===== config.mk =====
export PLATFORM = sky130hd
export DESIGN_NAME = mem_port_arbiter
export DESIGN_NICKNAME = d
export VERILOG_FILES = /design/src/rtl/mem_port_arbiter_pkg.sv /design/src/rtl/mem_port_arbiter_starve_ctr.sv /design/src/rtl/mem_port_arbiter.sv
export SDC_FILE = /design/constraint.sdc
export NUM_CORES = 1
export LEC_CHECK = 0
export ABC_AREA = 1
export BUFFER_PORTS_ARGS = -buffer_cell sky130_fd_sc_hd__clkbuf_2
export CAP_MARGIN = 0
export CORE_AREA = 8 8 275 277
export CTS_CLUSTER_SIZE = 30
export DETAILED_ROUTE_END_ITERATION = 16
export DIE_AREA = 0 0 283 285
export HOLD_SLACK_MARGIN = 0.02
export PLACE_DENSITY = 0.31
export SLEW_MARGIN = 20
export SYNTH_ARGS = -nofsm -noshare
export SYNTH_HDL_FRONTEND = slang
export SYNTH_SLANG_ARGS = --single-unit
export TNS_END_PERCENT = 100

===== constraint.sdc =====
create_clock -name clk -period 1.55 [get_ports clk]
set_clock_uncertainty 0.1 [all_clocks]
set_input_delay 0.155 -clock clk [delete_from_list [all_inputs] [get_ports clk]]
set_output_delay 0.155 -clock clk [all_outputs]
set_load 0.01 [all_outputs]

===== src/rtl/mem_port_arbiter_pkg.sv =====
// Shared types and defaults for the IF/LS memory port arbiter.
package mem_port_arbiter_pkg;

  typedef enum logic [1:0] {
    RESP_NONE = 2'd0,
    RESP_IF   = 2'd1,
    RESP_LS   = 2'd2
  } resp_owner_e;

  localparam int unsigned ARB_STARVE_MAX = 4;

  function automatic resp_owner_e next_owner(input logic if_rd_gnt, input logic ls_rd_gnt);
    resp_owner_e owner;
    if (if_rd_gnt) begin
      owner = RESP_IF;
    end else if (ls_rd_gnt) begin
      owner = RESP_LS;
    end else begin
      owner = RESP_NONE;
    end
    return owner;
  endfunction

endpackage


===== src/rtl/mem_port_arbiter_starve_ctr.sv =====
// IF starvation guard: saturating wait counter and force-IF compare.
module mem_port_arbiter_starve_ctr #(
  parameter int unsigned STARVE_MAX = 4
) (
  input  logic clk,
  input  logic rst,
  input  logic i_if_req,
  input  logic i_if_gnt,
  output logic o_force_if
);

  localparam logic [3:0] LP_MAX = 4'(STARVE_MAX);

  logic [3:0] r_cnt;

  // Counts denied IF cycles, holds at the limit, clears on any IF grant.
  always_ff @(posedge clk or negedge rst) begin
    if (!rst) begin
      r_cnt <= 4'd0;
    end else if (i_if_gnt) begin
      r_cnt <= 4'd0;
    end else if (i_if_req && (r_cnt < LP_MAX)) begin
      r_cnt <= r_cnt + 4'd1;
    end else begin
      r_cnt <= r_cnt;
    end
  end

  assign o_force_if = (r_cnt == LP_MAX);

endmodule


===== src/rtl/mem_port_arbiter.sv =====
// Shares one RAM read port and one write port between IF and LS requesters.
// Optional macro ARB_PERF_CNT_EN adds stall / dual-grant performance counters.
module mem_port_arbiter
  import mem_port_arbiter_pkg::*;
#(
  parameter int unsigned ADDR_W     = 64,
  parameter int unsigned DATA_W     = 64,
  parameter int unsigned STARVE_MAX = ARB_STARVE_MAX
) (
  input  logic              clk,
  input  logic              rst,
  input  logic              if_req,
  input  logic [ADDR_W-1:0] if_addr,
  output logic              if_gnt,
  output logic              if_rvalid,
  output logic [DATA_W-1:0] if_rdata,
  input  logic              ls_req,
  input  logic              ls_we,
  input  logic [ADDR_W-1:0] ls_addr,
  input  logic [DATA_W-1:0] ls_wdata,
  input  logic [DATA_W-1:0] ls_wmask,
  output logic              ls_gnt,
  output logic              ls_rvalid,
  output logic [DATA_W-1:0] ls_rdata,
  output logic              RamReadEnable,
  output logic [ADDR_W-1:0] RamReadAddr,
  input  logic [DATA_W-1:0] RamReadData,
  output logic              RamWriteEnable,
  output logic [ADDR_W-1:0] RamWriteAddr,
  output logic [DATA_W-1:0] RamWriteData,
  output logic [DATA_W-1:0] RamWriteMask
`ifdef ARB_PERF_CNT_EN
  ,
  output logic [31:0]       perf_if_stall,
  output logic [31:0]       perf_ls_stall,
  output logic [31:0]       perf_conc
`endif
);

  logic        w_force_if;
  logic        w_ls_rd;
  logic        w_ls_wr;
  logic        w_same_dw;
  logic        w_if_gnt;
  logic        w_ls_rd_gnt;
  logic        w_ls_wr_gnt;
  resp_owner_e r_resp_owner;

  assign w_ls_rd   = ls_req & ~ls_we;
  assign w_ls_wr   = ls_req & ls_we;
  assign w_same_dw = (if_addr[ADDR_W-1:3] == ls_addr[ADDR_W-1:3]);

  // Grants are gated by reset so every strobe drops the moment rst asserts.
  // A same-doubleword write holds IF off one cycle so it reads the new data.
  assign w_if_gnt    = rst & if_req & ~(w_ls_wr & w_same_dw) & (~w_ls_rd | w_force_if);
  assign w_ls_rd_gnt = rst & w_ls_rd & ~(if_req & w_force_if);
  assign w_ls_wr_gnt = rst & w_ls_wr;

  assign if_gnt = w_if_gnt;
  assign ls_gnt = w_ls_rd_gnt | w_ls_wr_gnt;

  mem_port_arbiter_starve_ctr #(
    .STARVE_MAX (STARVE_MAX)
  ) u_starve (
    .clk        (clk),
    .rst        (rst),
    .i_if_req   (if_req),
    .i_if_gnt   (w_if_gnt),
    .o_force_if (w_force_if)
  );

  // RAM read port mux; everything parks at zero when no read is granted.
  always_comb begin
    RamReadEnable = 1'b0;
    RamReadAddr   = {ADDR_W{1'b0}};
    if (w_if_gnt) begin
      RamReadEnable = 1'b1;
      RamReadAddr   = if_addr;
    end else if (w_ls_rd_gnt) begin
      RamReadEnable = 1'b1;
      RamReadAddr   = ls_addr;
    end else begin
      RamReadEnable = 1'b0;
      RamReadAddr   = {ADDR_W{1'b0}};
    end
  end

  // RAM write port, driven only in the LS write grant cycle.
  always_comb begin
    RamWriteEnable = 1'b0;
    RamWriteAddr   = {ADDR_W{1'b0}};
    RamWriteData   = {DATA_W{1'b0}};
    RamWriteMask   = {DATA_W{1'b0}};
    if (w_ls_wr_gnt) begin
      RamWriteEnable = 1'b1;
      RamWriteAddr   = ls_addr;
      RamWriteData   = ls_wdata;
      RamWriteMask   = ls_wmask;
    end else begin
      RamWriteEnable = 1'b0;
      RamWriteAddr   = {ADDR_W{1'b0}};
      RamWriteData   = {DATA_W{1'b0}};
      RamWriteMask   = {DATA_W{1'b0}};
    end
  end

  // Remembers who owns the data RAM returns on the following cycle.
  always_ff @(posedge clk or negedge rst) begin
    if (!rst) begin
      r_resp_owner <= RESP_NONE;
    end else begin
      r_resp_owner <= next_owner(w_if_gnt, w_ls_rd_gnt);
    end
  end

  // Response steering from the registered owner.
  always_comb begin
    if_rvalid = 1'b0;
    ls_rvalid = 1'b0;
    if_rdata  = {DATA_W{1'b0}};
    ls_rdata  = {DATA_W{1'b0}};
    case (r_resp_owner)
      RESP_IF: begin
        if_rvalid = 1'b1;
        if_rdata  = RamReadData;
      end
      RESP_LS: begin
        ls_rvalid = 1'b1;
        ls_rdata  = RamReadData;
      end
      default: begin
        if_rvalid = 1'b0;
        ls_rvalid = 1'b0;
      end
    endcase
  end

`ifdef ARB_PERF_CNT_EN
  logic [31:0] r_perf_if_stall;
  logic [31:0] r_perf_ls_stall;
  logic [31:0] r_perf_conc;

  // Free-running stall and dual-grant counters, wrapping modulo 2^32.
  always_ff @(posedge clk or negedge rst) begin
    if (!rst) begin
      r_perf_if_stall <= 32'd0;
      r_perf_ls_stall <= 32'd0;
      r_perf_conc     <= 32'd0;
    end else begin
      if (if_req && !w_if_gnt) begin
        r_perf_if_stall <= r_perf_if_stall + 32'd1;
      end else begin
        r_perf_if_stall <= r_perf_if_stall;
      end
      if (ls_req && !(w_ls_rd_gnt || w_ls_wr_gnt)) begin
        r_perf_ls_stall <= r_perf_ls_stall + 32'd1;
      end else begin
        r_perf_ls_stall <= r_perf_ls_stall;
      end
      if (w_if_gnt && w_ls_wr_gnt) begin
        r_perf_conc <= r_perf_conc + 32'd1;
      end else begin
        r_perf_conc <= r_perf_conc;
      end
    end
  end

  assign perf_if_stall = r_perf_if_stall;
  assign perf_ls_stall = r_perf_ls_stall;
  assign perf_conc     = r_perf_conc;
`endif

endmodule

==> impl_metrics.json <==
{
  "status": "finished with violations",
  "violations": "negative setup slack",
  "grt_pass1_vias": 9865,
  "mostFrequentLayoutCells": "clkbuf_2, inv_1, nor2_1, nand2_1, buf_4",
  "yosysWarnings": 0,
  "power_leakage_nw": 8.597,
  "grt_max_degree": 41,
  "cp_top_family": "buffers and inverters",
  "synth_fp_nets": 1472,
  "fmax_ghz": 0.4555,
  "clkTransAtPathRegs_ps": 40,
  "maxCapViolCount": 0,
  "hold_violations": 0,
  "port_buffers": 714,
  "drt_iter0_drc": 316,
  "setup_viol": 162,
  "timing.final.ws_setup_ps": -645.6,
  "rsz0062_at_grt": "yes",
  "ir_drop_uv": 303.8,
  "post-route-cell-area_um2": 13420,
  "wl_per_cell_um": 17.40,
  "row_count": 98,
  "cts_tree": "done",
  "drc": 0,
  "cts_sinks": 6,
  "dieArea_um2": 80660,
  "layout_commonest_cell": "clkbuf_2",
  "final_antenna_net_count": 0,
  "layout_min_cycle_time_ps": 2196,
  "die_width_um": 283,
  "numCtsBuffers": 3,
  "num_io_pins": 715,
  "setup.worst_path.start_class": "flip-flop",
  "cts_root_buf": "clkbuf_16",
  "synth_mux_area_share_pct": 0.2447,
  "gp_congestion": 0.8109,
  "max-slew-margin-rel_pct": 78.68,
  "slew_viol_final": 0,
  "start_util_pct": 6.482,
  "htree_levels": 1,
  "yosys.cell_types.count": 20,
  "grt_pass1_wl_um": 69760,
  "whs_ps": 345.3,
  "synth-xor-area-share_pct": 0.5710,
  "setup.worst_path.end_class": "primary output",
  "area_growth_syn_to_layout_pct": 191.7,
  "yosysSeqAreaShare_pct": 3.263,
  "cp_num_buf_inv": 5,
  "vias": 9757,
  "antenna_found_initial": 22,
  "drtPass1Iterations": 4,
  "synth_compound_area_share_pct": 1.523,
  "synthesis.area_per_instance_um2": 4.019,
  "required_ps": 1290,
  "drt_wl_total_um": 52490,
  "track_usage_pct": 11.56,
  "hold_path.class": "in2reg",
  "dp.cells": 2947,
  "ctsLongestPathBuffers": 2,
  "nNetsFinal": 2384,
  "path_cells": "inv_2 > ha_4 > nand4_1 > nand3_2 > buf_6 > nor2_4 > buf_12 > buf_12 > nand2_1 > nand2_1 > clkbuf_8",
  "powerDensity_nw_per_um2": 294.8,
  "place_hpwl_um": 43270,
  "fp.dieH_um": 285,
  "crit_type": "reg2out",
  "ys_seq_elements": 6,
  "synth-simple-area-share_pct": 62.81,
  "arrival_ps": 1940,
  "worst_slew_pin_slew_ps": 318.8,
  "synth_fa_ha_area_share_pct": 0.5438,
  "place_area_um2": 10890,
  "slowest_delay_ps": 360,
  "syn_inst": 1145,
  "final_cells": 3017,
  "grt-ovfl-total": 0,
  "drive_gt1_share_pct": 58.10,
  "clk-insertion-delay-late_ps": 230,
  "core_area_um2": 71000,
  "fin_crit_sh_pct": 141.7,
  "avgViaCountPerCell": 3.234,
  "pre_cts_ws_ps": -760.0,
  "path_max_fanout": 12,
  "crit_path_top_delay_cell": "dfrtp_1",
  "syn_area_um2": 4602,
  "p_total_mw": 3.957,
  "synth_top_family_by_area": "simple AND/OR/NAND/NOR gates"
}
cell usage after synthesis:
cell type  number  share of area (%)
inv_2          14                1.1
clkbuf_1       41                3.3
buf_6           2               0.49
o21ai_1         3               0.33
o21ai_0         6               0.65
buf_2           8               0.87
dfrtp_1         6                3.3
nor2_1        364                 30
xor2_1          1               0.19
nand3_1        68                7.4
a21oi_1         2               0.22
inv_1         304                 25
a21boi_0        2               0.33
nand4_1         1               0.14
ha_1            2               0.54
mux2_2          1               0.24
and3_1          1               0.14
buf_1           5               0.41
nand2_1       312                 25
xnor2_1         2               0.38
flip-flops by register name, summed over array words and instances, names as in the netlist:
| signal | cells |
|---|---|
| r_resp_owner | 2 |
| u_starve.r_cnt | 4 |
repair_timing:
action / 4_1_cts / 5_1_grt
setup endpoints to repair: 380 / 298
hold buffers: 1 / 0
resized for setup: 196 / 339
gates cloned: 15 / 7
setup buffers: 18 / 18
endpoints found under the hold margin: 6 / 0
pin swaps: 19 / 40
stage by stage:
step / utilization (%) / TNS, ps
after floorplan: - / -3348
after global placement: 15.34 / -90230
after detailed placement: 15.34 / -90790
after CTS: 17.19 / -50640
after global routing: 18.89 / -59850
final: 18.91 / -42900
cells by family (layout without fill, tap and decap cells):
family                   count (synthesis)  count (layout)
AND/OR/NAND/NOR                        746             747
XOR/XNOR                                 3               3
buffers and inverters                  374            1283
adder cells (fa/ha/maj)                  2               2
AO/OA/AOI/OAI                           13              13
multiplexers                             1               1
other                                    0              12
flip-flops                               6               6
power by group:
part / internal, mW / switching, mW
Sequential: 0.197 / 0.0233
Clock: 0.331 / 0.0889
Combinational: 1.60 / 1.71
Total: 2.13 / 1.83
layer usage:
| layer | vias to the layer above | track usage [%] | routed length [um] |
|---|---|---|---|
| li1 | 5014 | - | - |
| met1 | 4239 | 12.46 | 20020 |
| met2 | 448 | 21.23 | 26640 |
| met3 | 42 | 4.732 | 4932 |
| met4 | 14 | 2.066 | 813 |
| met5 | - | 0 | 89 |
final cells by class:
type	count	area [um^2]
Antenna cell	12	30.03
Clock buffer	3	75.07
Fill cell	8350	57570
Inverter	318	1232
Multi-Input combinational cell	766	3918
Sequential cell	6	150.1
Tap cell	950	1189
Timing Repair Buffer	956	6715
Timing Repair inverter	6	115.1
worst paths after layout:
| path | cells past startpoint | slack (ps) | startpoint | endpoint |
|---|---|---|---|---|
| setup / recovery | 11 | -650 | u_starve.r_cnt[0] | RamReadAddr[31] |
| hold / removal | 5 | 350 | if_req | u_starve.r_cnt[2] |
| setup reg to reg | 10 | -100 | u_starve.r_cnt[0] | r_resp_owner[1] |
| hold reg to reg | 3 | 510 | u_starve.r_cnt[3] | u_starve.r_cnt[3] |
| max in group asynchronous | 3 | 740 | rst | r_resp_owner[0] |
| min in group asynchronous | 3 | 370 | rst | u_starve.r_cnt[2] |
tightest hold or removal path, cell delays in order:
cell,delay (ps)
clkbuf_2,100
buf_4,110
nand3_1,60
nand2_1,60
a21boi_2,140
(Power assumes the default switching activity.)
